--- src/rtl/alu_pkg.sv ---
// Shared ALU constants: default datapath geometry, block-count helper and op encoding.
package alu_pkg;

    localparam int unsigned DEF_WIDTH   = 16;
    localparam int unsigned DEF_BLOCK_W = 4;

    localparam logic OP_ADD = 1'b0;
    localparam logic OP_SUB = 1'b1;

    // Number of conditional-sum blocks for a given operand width.
    function automatic int unsigned num_blocks(input int unsigned width,
                                               input int unsigned block_w);
        return width / block_w;
    endfunction

endpackage

--- src/rtl/cond_sum_block.sv ---
// One conditional-sum block: two parallel ripple chains, one assuming carry-in 0 and one carry-in 1.
module cond_sum_block
    import alu_pkg::*;
#(
    parameter int unsigned BLOCK_W = DEF_BLOCK_W
) (
    input  logic [BLOCK_W-1:0] a,
    input  logic [BLOCK_W-1:0] b,
    output logic [BLOCK_W-1:0] sum0,
    output logic               carry0,
    output logic [BLOCK_W-1:0] sum1,
    output logic               carry1
);

    logic [BLOCK_W:0] chain0;
    logic [BLOCK_W:0] chain1;

    assign chain0[0] = 1'b0;
    assign chain1[0] = 1'b1;

    // Dual ripple of full-adder cells, one per assumed carry-in.
    for (genvar i = 0; i < int'(BLOCK_W); i++) begin : g_bit
        full_adder u_fa0 (
            .a  (a[i]),
            .b  (b[i]),
            .ci (chain0[i]),
            .s  (sum0[i]),
            .co (chain0[i+1])
        );
        full_adder u_fa1 (
            .a  (a[i]),
            .b  (b[i]),
            .ci (chain1[i]),
            .s  (sum1[i]),
            .co (chain1[i+1])
        );
    end

    assign carry0 = chain0[BLOCK_W];
    assign carry1 = chain1[BLOCK_W];

endmodule

--- src/rtl/full_adder.sv ---
// Single-bit full adder cell used by the conditional-sum blocks.
module full_adder (
    input  logic a,
    input  logic b,
    input  logic ci,
    output logic s,
    output logic co
);

    assign s  = a ^ b ^ ci;
    assign co = (a & b) | (ci & (a ^ b));

endmodule

--- src/rtl/pipelined_cond_sum_adder.sv ---
// Two-stage pipelined conditional-sum adder/subtractor with valid/ready flow control.
// Stage 1 captures per-block sum/carry pairs; stage 2 resolves block carries with a mux chain.
module pipelined_cond_sum_adder
    import alu_pkg::*;
#(
    parameter int unsigned WIDTH   = DEF_WIDTH,
    parameter int unsigned BLOCK_W = DEF_BLOCK_W
) (
    input  logic             clk,
    input  logic             rst,
    input  logic             in_valid,
    output logic             in_ready,
    input  logic [WIDTH-1:0] x,
    input  logic [WIDTH-1:0] y,
    input  logic             cin,
    input  logic             sub,
    output logic             out_valid,
    input  logic             out_ready,
    output logic [WIDTH-1:0] s,
    output logic             cout,
    output logic             ovf
);

    localparam int unsigned NB = num_blocks(WIDTH, BLOCK_W);

    if ((WIDTH % BLOCK_W) != 0 || WIDTH < BLOCK_W) begin : g_bad_cfg
        $error("pipelined_cond_sum_adder: WIDTH must be a non-zero multiple of BLOCK_W");
    end

    // Handshake
    logic s1_valid;
    logic s2_adv;
    logic in_fire;

    assign s2_adv   = ~out_valid | out_ready;
    assign in_ready = ~s1_valid | s2_adv;
    assign in_fire  = in_valid & in_ready;

    // Operand conditioning for subtraction
    logic [WIDTH-1:0] yy;
    logic             c_in0;

    assign yy    = (sub == OP_SUB) ? ~y : y;
    assign c_in0 = (sub == OP_SUB) ? 1'b1 : cin;

    // Per-block precomputed pairs
    logic [NB-1:0][BLOCK_W-1:0] b_sum0;
    logic [NB-1:0][BLOCK_W-1:0] b_sum1;
    logic [NB-1:0]              b_c0;
    logic [NB-1:0]              b_c1;

    for (genvar k = 0; k < int'(NB); k++) begin : g_blk
        cond_sum_block #(
            .BLOCK_W (BLOCK_W)
        ) u_blk (
            .a      (x[k*BLOCK_W +: BLOCK_W]),
            .b      (yy[k*BLOCK_W +: BLOCK_W]),
            .sum0   (b_sum0[k]),
            .carry0 (b_c0[k]),
            .sum1   (b_sum1[k]),
            .carry1 (b_c1[k])
        );
    end

    // Block 0 already knows its real carry-in, so its resolved result replaces the cin=0 slot.
    logic [NB-1:0][BLOCK_W-1:0] nxt_sum0;
    logic [NB-1:0]              nxt_c0;

    always_comb begin
        nxt_sum0    = b_sum0;
        nxt_c0      = b_c0;
        nxt_sum0[0] = c_in0 ? b_sum1[0] : b_sum0[0];
        nxt_c0[0]   = c_in0 ? b_c1[0]   : b_c0[0];
    end

    // Stage 1 registers
    logic [NB-1:0][BLOCK_W-1:0] s1_sum0;
    logic [NB-1:0][BLOCK_W-1:0] s1_sum1;
    logic [NB-1:0]              s1_c0;
    logic [NB-1:0]              s1_c1;
    logic                       s1_x_msb;
    logic                       s1_yy_msb;

    // Stage 1: capture precomputed pairs on input transfer; hold occupancy while stage 2 is stalled.
    always_ff @(posedge clk or posedge rst) begin
        if (rst) begin
            s1_valid  <= 1'b0;
            s1_sum0   <= '0;
            s1_sum1   <= '0;
            s1_c0     <= '0;
            s1_c1     <= '0;
            s1_x_msb  <= 1'b0;
            s1_yy_msb <= 1'b0;
        end else begin
            s1_valid <= in_fire | (s1_valid & ~s2_adv);
            if (in_fire) begin
                s1_sum0   <= nxt_sum0;
                s1_sum1   <= b_sum1;
                s1_c0     <= nxt_c0;
                s1_c1     <= b_c1;
                s1_x_msb  <= x[WIDTH-1];
                s1_yy_msb <= yy[WIDTH-1];
            end
        end
    end

    // Stage 2 select chain: each block picks its pair by the resolved carry of the block below.
    logic [WIDTH-1:0] res;
    logic             rc;
    logic             msb_cin;
    logic             ovf_nxt;

    always_comb begin
        res = '0;
        rc  = 1'b0;
        for (int k = 0; k < int'(NB); k++) begin
            res[k*BLOCK_W +: BLOCK_W] = rc ? s1_sum1[k] : s1_sum0[k];
            rc                        = rc ? s1_c1[k]   : s1_c0[k];
        end
        msb_cin = s1_x_msb ^ s1_yy_msb ^ res[WIDTH-1];
        ovf_nxt = msb_cin ^ rc;
    end

    // Stage 2 result registers; frozen while the consumer stalls.
    always_ff @(posedge clk or posedge rst) begin
        if (rst) begin
            out_valid <= 1'b0;
            s         <= '0;
            cout      <= 1'b0;
            ovf       <= 1'b0;
        end else if (s2_adv) begin
            out_valid <= s1_valid;
            if (s1_valid) begin
                s    <= res;
                cout <= rc;
                ovf  <= ovf_nxt;
            end
        end
    end

`ifndef SYNTHESIS
    // Results must stay put while a stalled output waits for the consumer.
    a_hold_stable : assert property (@(posedge clk) disable iff (rst)
        (out_valid && !out_ready) |=> $stable({s, cout, ovf}));
`endif

endmodule
--- config.mk ---
export PLATFORM = sky130hd
export DESIGN_NAME = pipelined_cond_sum_adder
export DESIGN_NICKNAME = d
export VERILOG_FILES = /design/src/rtl/alu_pkg.sv /design/src/rtl/cond_sum_block.sv /design/src/rtl/full_adder.sv /design/src/rtl/pipelined_cond_sum_adder.sv
export SDC_FILE = /design/constraint.sdc
export NUM_CORES = 1
export LEC_CHECK = 0
export ABC_AREA = 1
export CAP_MARGIN = 20
export CORE_ASPECT_RATIO = 1.5
export CORE_MARGIN = 1
export CORE_UTILIZATION = 40
export CTS_CLUSTER_SIZE = 40
export DETAILED_ROUTE_END_ITERATION = 6
export PLACE_DENSITY = 0.68
export SYNTH_ARGS = -nofsm -noshare
export SYNTH_HDL_FRONTEND = slang
export SYNTH_SLANG_ARGS = --single-unit
--- constraint.sdc ---
create_clock -name clk -period 2.1 [get_ports clk]
set_input_delay 0.315 -clock clk [delete_from_list [all_inputs] [get_ports clk]]
set_output_delay 0.315 -clock clk [all_outputs]
set_load 0.01 [all_outputs]
==> flow_summary.json, run 1 <==
{
  "hold_violations": 0,
  "rows": 39,
  "worst_setup_path_start_kind": "input pin",
  "cp.arrival_ns": 2.27,
  "cts-root-buf": "clkbuf_16",
  "layout_common_cells": "nand2_1 (87), dfrtp_1 (57), clkdlybuf4s50_1 (47)",
  "vias": 2368,
  "timing.final.crit_share_pct": 98.1,
  "swShare_pct": 30.9,
  "seqPwrFrac_pct": 37.8,
  "rsz0062_at_grt": "yes",
  "cts_buffer_depth": 2,
  "initialDrtViolationCount": 100,
  "hold_buffers": 0,
  "drive_gt1_share_pct": 19.0,
  "endpoint_kind": "register",
  "power.switching_mw": 1.29,
  "power_per_cell_area_nw_per_um2": 962,
  "num_io_pins": 58,
  "gr-usage-all-layers_pct": 16.7,
  "peakVddDrop_mv": 0.507,
  "final_common_cell": "nand2_1",
  "seq_area_frac_synth_pct": 43.8,
  "synthCells": 347,
  "avgViaCountPerCell": 4.57,
  "cts.sink_count": 57,
  "cellLeakagePower_nw": 2.07,
  "tritoncts": "yes",
  "post_cts_buffers": 0,
  "numCtsBuffers": 9,
  "maxCapViolCount": 0,
  "hold_path.class": "in2async",
  "nNetsFinal": 478,
  "grt_pass1_wl_um": 10600,
  "setup_viol": 0,
  "dieHeight_um": 112,
  "gr-total-overflow": 0,
  "relSlewSlack_pct": 71.0,
  "htree_levels": 3,
  "drc": 0,
  "ys_seq_elements": 57,
  "dp_hpwl_um": 4690,
  "min_period_ns": 2.06,
  "postRouteAntennaNets": 0,
  "status": "complete, no violations",
  "yosysUniqueCellTypes": 27,
  "diodes": 0,
  "syn_avg_cell_area_um2": 9.38,
  "worstSetupPathType": "in2reg",
  "drt_wl_total_um": 6060,
  "fin_tns_setup_ns": 0,
  "crit_fanout": 2,
  "core_area_um2": 7760,
  "grt_pass1_vias": 2391,
  "slew_violations": 0,
  "whs_ns": 0.363,
  "clkPwrFrac_pct": 31.3,
  "synth_top_cell_by_area": "dfrtp_1",
  "skew_ns": 0.00530,
  "grt_max_degree": 58,
  "synth_nets": 414,
  "antenna_found_initial": 0,
  "clk_pin_slew_ns": 0.05,
  "comb_power_share_pct": 30.9,
  "start_util_pct": 41.9,
  "worstPathRequired_ns": 2.31,
  "die_x_um": 75.6,
  "firstDrtPassIters": 4,
  "p_int_mw": 2.89,
  "gp_congestion": 0.777,
  "yosysTopAreaCellShare_pct": 43.8,
  "syn_area_um2": 3250,
  "port_buffers": 57,
  "die-area_um2": 8510,
  "wl_per_cell_um": 11.7,
  "ys_warn_count": 0,
  "synthTopCellsByArea": "dfrtp_1 (44%), fa_1 (11%), nand2_1 (10%), o21ai_0 (5.5%), inv_1 (5.0%)",
  "worst_pin_slew_ns": 0.435,
  "area.growth.synth_to_final_pct": 33.5,
  "clock_latency_ns": 0.32,
  "max_freq_ghz": 0.485
}
worst max-delay path, stage by stage:
cell           delay, ns
dlygate4sd2_1       0.25
xnor2_2             0.14
inv_1               0.06
ha_2                0.15
inv_1               0.05
fa_2                0.39
fa_2                0.34
inv_2               0.06
fa_1                0.39
nand2_1             0.08
nand2_1             0.04
cell families after synthesis:
kind of cell | after synthesis | synth area share, %
AND/OR/NAND/NOR | 135 | 20.0
buffers and inverters | 58 | 7.69
flip-flops | 57 | 43.8
AO/OA/AOI/OAI | 49 | 8.04
adder cells (fa/ha/maj) | 29 | 15.3
XOR/XNOR | 19 | 5.11
cell usage after synthesis, drive strengths merged:
library cell	instances
a21oi	1
a31oi	5
buf	10
clkbuf	3
dfrtp	57
fa	18
ha	11
inv	45
nand2	104
nand3	15
nor2	15
o21a	1
o21ai	42
or2	1
xnor2	12
xor2	7
sequential cells by signal (all words and copies together) (netlist names):
signal,cells
s,16
s1_c0,4
s1_c1,3
out_valid,1
res,4
s1_x_msb,1
s1_sum0,12
s1_valid,1
cout,1
s1_sum1,12
ovf,1
s1_yy_msb,1
per-stage QoR:
step	instance area, µm²	setup slack, ns	util (%)	std cells	total power, mW
after global placement	4060	-0.490	52.3	502	2.86
after CTS	4340	0.00948	56.0	518	4.23
after floorplan	3390	-0.0644	-	347	2.37
after detailed placement	4060	-0.564	52.3	502	2.91
after global routing	4350	-0.0474	56.0	518	4.47
final	4350	0.0394	56.0	518	4.18
power groups by stage:
stage / clock network (mW) / logic [mW] / registers (mW)
after floorplan: 0 / 0.762 / 1.61
after global placement: 0 / 1.27 / 1.59
after detailed placement: 0 / 1.31 / 1.60
after CTS: 1.33 / 1.32 / 1.58
after global routing: 1.38 / 1.48 / 1.62
final: 1.31 / 1.29 / 1.58
timing repair:
| item | 4_1_cts | 5_1_grt |
|---|---|---|
| cloned | 0 | 0 |
| gates resized for setup | 14 | 5 |
| endpoints found under the hold margin | 0 | 0 |
| pin swaps | 5 | 2 |
| setup endpoints to repair | 6 | 5 |
final cells by class:
type	instances	area, µm²
clock buffers	13	260
multi-input cells	232	1700
flip-flops and latches	57	1430
repair buffers	66	639
well taps	102	128
fillers	678	3410
clock inverters	3	15.0
inverters	45	174
worst paths after layout:
path                        startpoint           to  slack [ns]  depth (start not counted)
setup / recovery                  y[4]   s1_sum0[7]        0.04                         11
hold / removal                     rst    s1_yy_msb        0.36                          3
setup reg to reg              s1_c0[0]          ovf        0.64                          9
hold reg to reg            s1_sum0[11]  s1_sum0[11]        0.48                          2
max in group asynchronous          rst   s1_sum1[4]        1.48                          3
min in group clk           s1_sum0[11]  s1_sum0[11]        0.48                          2
layer usage:
layer / track usage (%) / wire length [µm]
met5: 0 / 0
met4: 8.02 / 132
met3: 3.59 / 189
met2: 26.7 / 3070
met1: 21.3 / 2670
Note: power is estimated with default switching activity, not from simulation.
==> run 2, diff against run 1 <==
RECOVER_POWER = 100   (was default)
==> flow_summary.json, run 2 (synthesis results as in run 1) <==
{
  "status": "complete, no violations",
  "crit_fanout": 2,
  "largest_reg_flops": 16,
  "whs_ns": 0.472,
  "final_common_cell": "nand2_1",
  "worst_pin_slew_ns": 1.38,
  "cellLeakagePower_nw": 2.07,
  "post_cts_buffers": 0,
  "skew_ns": 0.00569,
  "grt_max_degree": 58,
  "area.growth.synth_to_final_pct": 32.5,
  "clkPwrFrac_pct": 31.9,
  "power.switching_mw": 1.28,
  "dp_hpwl_um": 4690,
  "drc": 0,
  "core_area_um2": 7760,
  "peakVddDrop_mv": 0.503,
  "firstDrtPassIters": 4,
  "seqPwrFrac_pct": 38.3,
  "worstSetupPathType": "in2reg",
  "tritoncts": "yes",
  "p_int_mw": 2.83,
  "gr-total-overflow": 0,
  "clk_pin_slew_ns": 0.05,
  "cp-endpoint": "s1_sum1[15]",
  "rsz0062_at_grt": "yes",
  "die_x_um": 75.6,
  "maxCapViolCount": 0,
  "endpoint_kind": "register",
  "worst_setup_path_start_kind": "input pin",
  "fin_tns_setup_ns": 0,
  "postRouteAntennaNets": 0,
  "slew_violations": 0,
  "grt_pass1_vias": 2391,
  "gp_congestion": 0.777,
  "num_io_pins": 58,
  "cp.arrival_ns": 2.27,
  "cts_buffer_depth": 2,
  "comb_power_share_pct": 29.8,
  "rows": 39,
  "port_buffers": 57,
  "numCtsBuffers": 9,
  "grt_pass1_wl_um": 10600,
  "hold_path.class": "reg2reg",
  "reg.largest.list": "s: 16 flops, s1_sum0: 12 flops, s1_sum1: 12 flops",
  "htree_levels": 3,
  "diodes": 0,
  "setup_viol": 0,
  "gr-usage-all-layers_pct": 16.7,
  "min_period_ns": 2.08,
  "initialDrtViolationCount": 98,
  "reg2reg_from": "out_valid",
  "max_freq_ghz": 0.481,
  "largest_register": "s",
  "drive_gt1_share_pct": 17.3,
  "timing.final.crit_share_pct": 99.1,
  "cts-root-buf": "clkbuf_16",
  "hold_buffers": 0,
  "post-route-util_pct": 55.6,
  "cp-startpoint": "y[12]",
  "layout_common_cells": "nand2_1 (88), dfrtp_1 (57), o21ai_0 (40)",
  "hold_violations": 0,
  "avgViaCountPerCell": 4.59,
  "nNetsFinal": 478,
  "cts.sink_count": 57,
  "swShare_pct": 31.2,
  "r2r_slack_ns": 0.41,
  "wl_per_cell_um": 11.7,
  "power_per_cell_area_nw_per_um2": 952,
  "vias": 2376,
  "dieHeight_um": 112,
  "die-area_um2": 8510,
  "drt_wl_total_um": 6070,
  "worstPathRequired_ns": 2.29,
  "clock_latency_ns": 0.32,
  "rr_endpoint": "s[11]",
  "relSlewSlack_pct": 8.09,
  "rr_worst_depth": 6,
  "start_util_pct": 41.9,
  "antenna_found_initial": 0,
  "hold_path_depth": 2
}
==> run 2: what timing repair did <==
| action | in CTS | in global routing |
|---|---|---|
| resized for setup | 14 | 5 |
| setup endpoints to repair | 6 | 5 |
| hold endpoints to repair | 0 | 0 |
| pin swaps | 5 | 2 |
==> run 2: area by class of cell <==
type,instances,area [µm²]
clock buffer,13,260
sequential,57,1430
fill,684,3450
tap,102,128
inverter,45,174
clock inverter,3,15.0
timing repair buffer,66,617
multi-input combinational,232,1690
==> run 2: power groups by stage <==
| stage | Clock [mW] | Sequential (mW) | Combinational (mW) |
|---|---|---|---|
| 2_1_floorplan | 0 | 1.61 | 0.762 |
| 3_3_place_gp | 0 | 1.59 | 1.27 |
| 3_5_place_dp | 0 | 1.60 | 1.31 |
| 4_1_cts | 1.33 | 1.58 | 1.32 |
| 5_1_grt | 1.38 | 1.61 | 1.41 |
| 6_report | 1.31 | 1.57 | 1.23 |
==> run 2: worst max-delay path, cell delays in order <==
cell and delay, ns:
clkdlybuf4s15_2 0.20, xnor2_2 0.14, ha_2 0.18, fa_1 0.44
fa_2 0.36, inv_2 0.07, fa_1 0.42, nand2_1 0.08
o21ai_0 0.07
==> run 2: worst min-delay path by stage <==
| stage | from | to |
|---|---|---|
| 2_1_floorplan | in_valid | s1_valid |
| 3_3_place_gp | s1_sum0[8] | s1_sum0[8] |
| 4_1_cts | rst | s[12] |
| 3_5_place_dp | s1_sum0[11] | s1_sum0[11] |
| 6_report | s[13] | s[13] |
| 5_1_grt | s1_sum0[11] | s1_sum0[11] |
==> run 2: through the flow <==
step	setup WS [ns]	cells	power [mW]	instance area, µm²
floorplan	-0.0644	347	2.37	3390
global placement	-0.490	502	2.86	4060
detailed placement	-0.564	502	2.91	4060
CTS	0.00948	518	4.23	4340
global route	-0.0478	518	4.40	4310
finish	0.0190	518	4.11	4310
==> run 2: layer usage <==
layer  track usage [%]  wire length, µm  up-vias
li1                  -                -     1205
met1              21.3             2680     1117
met2              26.7             3080       45
met3              3.59              168        9
met4              8.02              140        0
met5                 0                0        -
==> run 3, diff against run 2 <==
SYNTH_HIERARCHICAL = 1   (was default)
==> flow_summary.json, run 3 <==
{
  "status": "finished, violations left",
  "violations": "negative setup slack",
  "worstSetupPathType": "in2reg",
  "hp-start": "sub",
  "clk_pin_slew_ns": 0.05,
  "synthTopCellsByArea": "dfrtp_1 (43%), fa_1 (19%), nand2_1 (14%), xor2_1 (4.2%), o21ai_0 (3.2%)",
  "synth_top_cells_by_count": "nand2_1 (123), dfrtp_1 (57), fa_1 (32), nor2_1 (21), o21ai_0 (21)",
  "worstPathCellList": "buf_8 -> buf_6 -> xor2_4 -> fa_2 -> fa_2 -> fa_2 -> fa_1 -> o21ai_1 -> a31oi_1",
  "nNetsFinal": 488,
  "yosysUniqueCellTypes": 23,
  "cp_slowest_stage_delay_ns": 0.50,
  "crit_fanout": 3,
  "fillCellCount": 714,
  "cts_buffer_depth": 2,
  "stdcell_area_um2": 4470,
  "grt_pass1_vias": 2509,
  "drt-met1-wl_um": 2820,
  "ys.flop_type": "dfrtp_1",
  "regArea_um2": 1430,
  "setup_viol": 10,
  "cp.arrival_ns": 2.49,
  "slew_violations": 0,
  "rr_worst_depth": 9,
  "gp_congestion": 0.757,
  "cp_common_cell": "fa_2",
  "largest_reg_flops": 16,
  "vias": 2474,
  "diodes": 0,
  "setup_slack_ns": -0.147,
  "gr-usage-all-layers_pct": 17.4,
  "relSlewSlack_pct": 52.2,
  "p_total_mw": 4.21,
  "syn_avg_cell_area_um2": 9.56,
  "cts-root-buf": "clkbuf_16",
  "rows": 40,
  "hold_path_depth": 4,
  "area.growth.synth_to_final_pct": 34.4,
  "max_freq_ghz": 0.445,
  "worst_setup_path_start_kind": "input pin",
  "num_io_pins": 58,
  "syn_area_um2": 3330,
  "initialDrtViolationCount": 153,
  "swShare_pct": 31.8,
  "largest_register": "s",
  "clkPwrFrac_pct": 31.0,
  "drive_gt1_share_pct": 18.0,
  "drc": 0,
  "endpoint_kind": "register",
  "timing.final.crit_share_pct": 107,
  "seq_area_frac_synth_pct": 42.9,
  "seqPwrFrac_pct": 37.5,
  "peakVddDrop_mv": 0.548,
  "rsz0062_at_grt": "yes",
  "cellLeakagePower_nw": 2.03,
  "hold_path.class": "in2reg",
  "htree_levels": 3,
  "crit_slowest_cell": "fa_1",
  "r2r_slack_ns": 0.62,
  "comb_power_share_pct": 31.5,
  "skew_ns": 0.00590,
  "die-area_um2": 8690,
  "ys_warn_count": 6,
  "critPathTopFamily": "adder cells",
  "dieHeight_um": 114,
  "clock_latency_ns": 0.32,
  "maxCapViolCount": 0,
  "tritoncts": "yes",
  "power_per_cell_area_nw_per_um2": 942,
  "cts.sink_count": 57,
  "worstPathRequired_ns": 2.34,
  "wl_met2_um": 3550,
  "async_flop_share_pct": 100,
  "wl_per_cell_um": 12.8,
  "highest_layer": "met4",
  "drt_wl_total_um": 6740,
  "worst_pin_slew_ns": 0.716,
  "numCtsBuffers": 9,
  "synth_edf_count": 0,
  "gr-total-overflow": 0,
  "p_int_mw": 2.87,
  "power.switching_mw": 1.34,
  "crit_buf_inv": 2,
  "reg.largest.list": "s: 16 flops, s1_sum0: 12 flops, s1_sum1: 12 flops",
  "synth_top_cell_by_area": "dfrtp_1",
  "yosysTopAreaCellShare_pct": 42.9,
  "antenna_found_initial": 0,
  "start_util_pct": 41.3,
  "layout_common_cells": "nand2_1 (125), dfrtp_1 (57), fa_2 (26)",
  "dp_hpwl_um": 5200,
  "grt_pass1_wl_um": 11600,
  "rr_endpoint": "ovf",
  "dr_wl_met3_um": 247,
  "final_common_cell": "nand2_1",
  "synthCells": 348,
  "synth_most_common_cell": "nand2_1",
  "min_period_ns": 2.25,
  "avgViaCountPerCell": 4.69,
  "multi_input_area_um2": 1880,
  "postRouteAntennaNets": 0,
  "grt_max_degree": 31,
  "hold_path_end": "res[3]",
  "hold_violations": 0,
  "firstDrtPassIters": 4,
  "die_x_um": 76.5,
  "synth_nets": 418,
  "core_area_um2": 8060,
  "port_buffers": 57,
  "ys_seq_elements": 57,
  "place_area_um2": 4210,
  "reg2reg_from": "s1_c0[0]"
}
run 3: cell types whose count changed after synthesis, sizes merged, moves of 6 or more:
cell   before  now
o21ai      42   27
nand2     104  134
xor2        7   16
ha         11    0
conb        0    8
nor2       15   21
inv        45   16
xnor2      12    1
fa         18   32
run 3: cell families after synthesis:
| family | share of synthesized area [%] |
|---|---|
| simple gates | 22.2 |
| flops | 42.9 |
| compound gates | 6.21 |
| fa+ha+maj | 19.3 |
| buf+inv | 4.06 |
| xor+xnor | 4.48 |
| other cells | 0.903 |
run 3: through the flow:
step                util [%]  worst slack (ns)  hold slack, ns  TNS [ns]  instances
floorplan                  -           -0.0793           0.414   -0.0793        348
global placement        52.3            -0.887           0.458    -15.55        511
detailed placement      52.3            -0.956           0.461    -16.37        511
CTS                     55.8            -0.226           0.285     -1.50        527
global route            55.5            -0.207           0.461     -1.87        528
finish                  55.5            -0.147           0.451     -1.04        528
run 3: worst reg2reg max path: stages, from the launching register on:
cell     delay (ns)
dfrtp_1        0.60
inv_6          0.11
nand2_8        0.10
nand2_4        0.08
nand2_4        0.08
nand3_1        0.12
nand3_1        0.10
nand2_1        0.06
nand2_1        0.05
nand3_1        0.07
run 3: power by group through the flow:
stage	clock (mW)	combinational, mW	sequential (mW)
after detailed placement	0	1.41	1.60
after floorplan	0	0.794	1.62
after global placement	0	1.38	1.59
final	1.30	1.33	1.58
after global routing	1.40	1.51	1.62
after CTS	1.34	1.42	1.59
run 3: routing by layer:
layer,GRT usage (%),vias up
met5,0,-
met4,7.82,0
met3,3.92,12
met2,30.2,58
met1,20.7,1192
li1,-,1212
run 3: what timing repair did:
item,4_1_cts,5_1_grt
setup endpoints to repair,21,12
pin swaps,6,18
buffers inserted,0,1
hold buffers,0,0
resized for setup,22,8
gates cloned,0,0
run 3: how the worst max path moves through the flow:
stage,start,endpoint,slack [ns],cells past startpoint
floorplan,x[0],res[3],-0.08,6
global placement,sub,res[3],-0.89,9
detailed placement,sub,res[3],-0.96,9
CTS,sub,res[3],-0.23,9
global route,sub,s1_sum0[11],-0.21,9
finish,sub,res[3],-0.15,9
run 3: area by class of cell:
class,count,area share [%]
Tap cell,105,2.94
Inverter,16,1.46
Timing Repair Buffer,72,15.4
Multi-Input combinational cell,262,42.1
Clock buffer,13,5.82
Sequential cell,57,31.9
Clock inverter,3,0.336
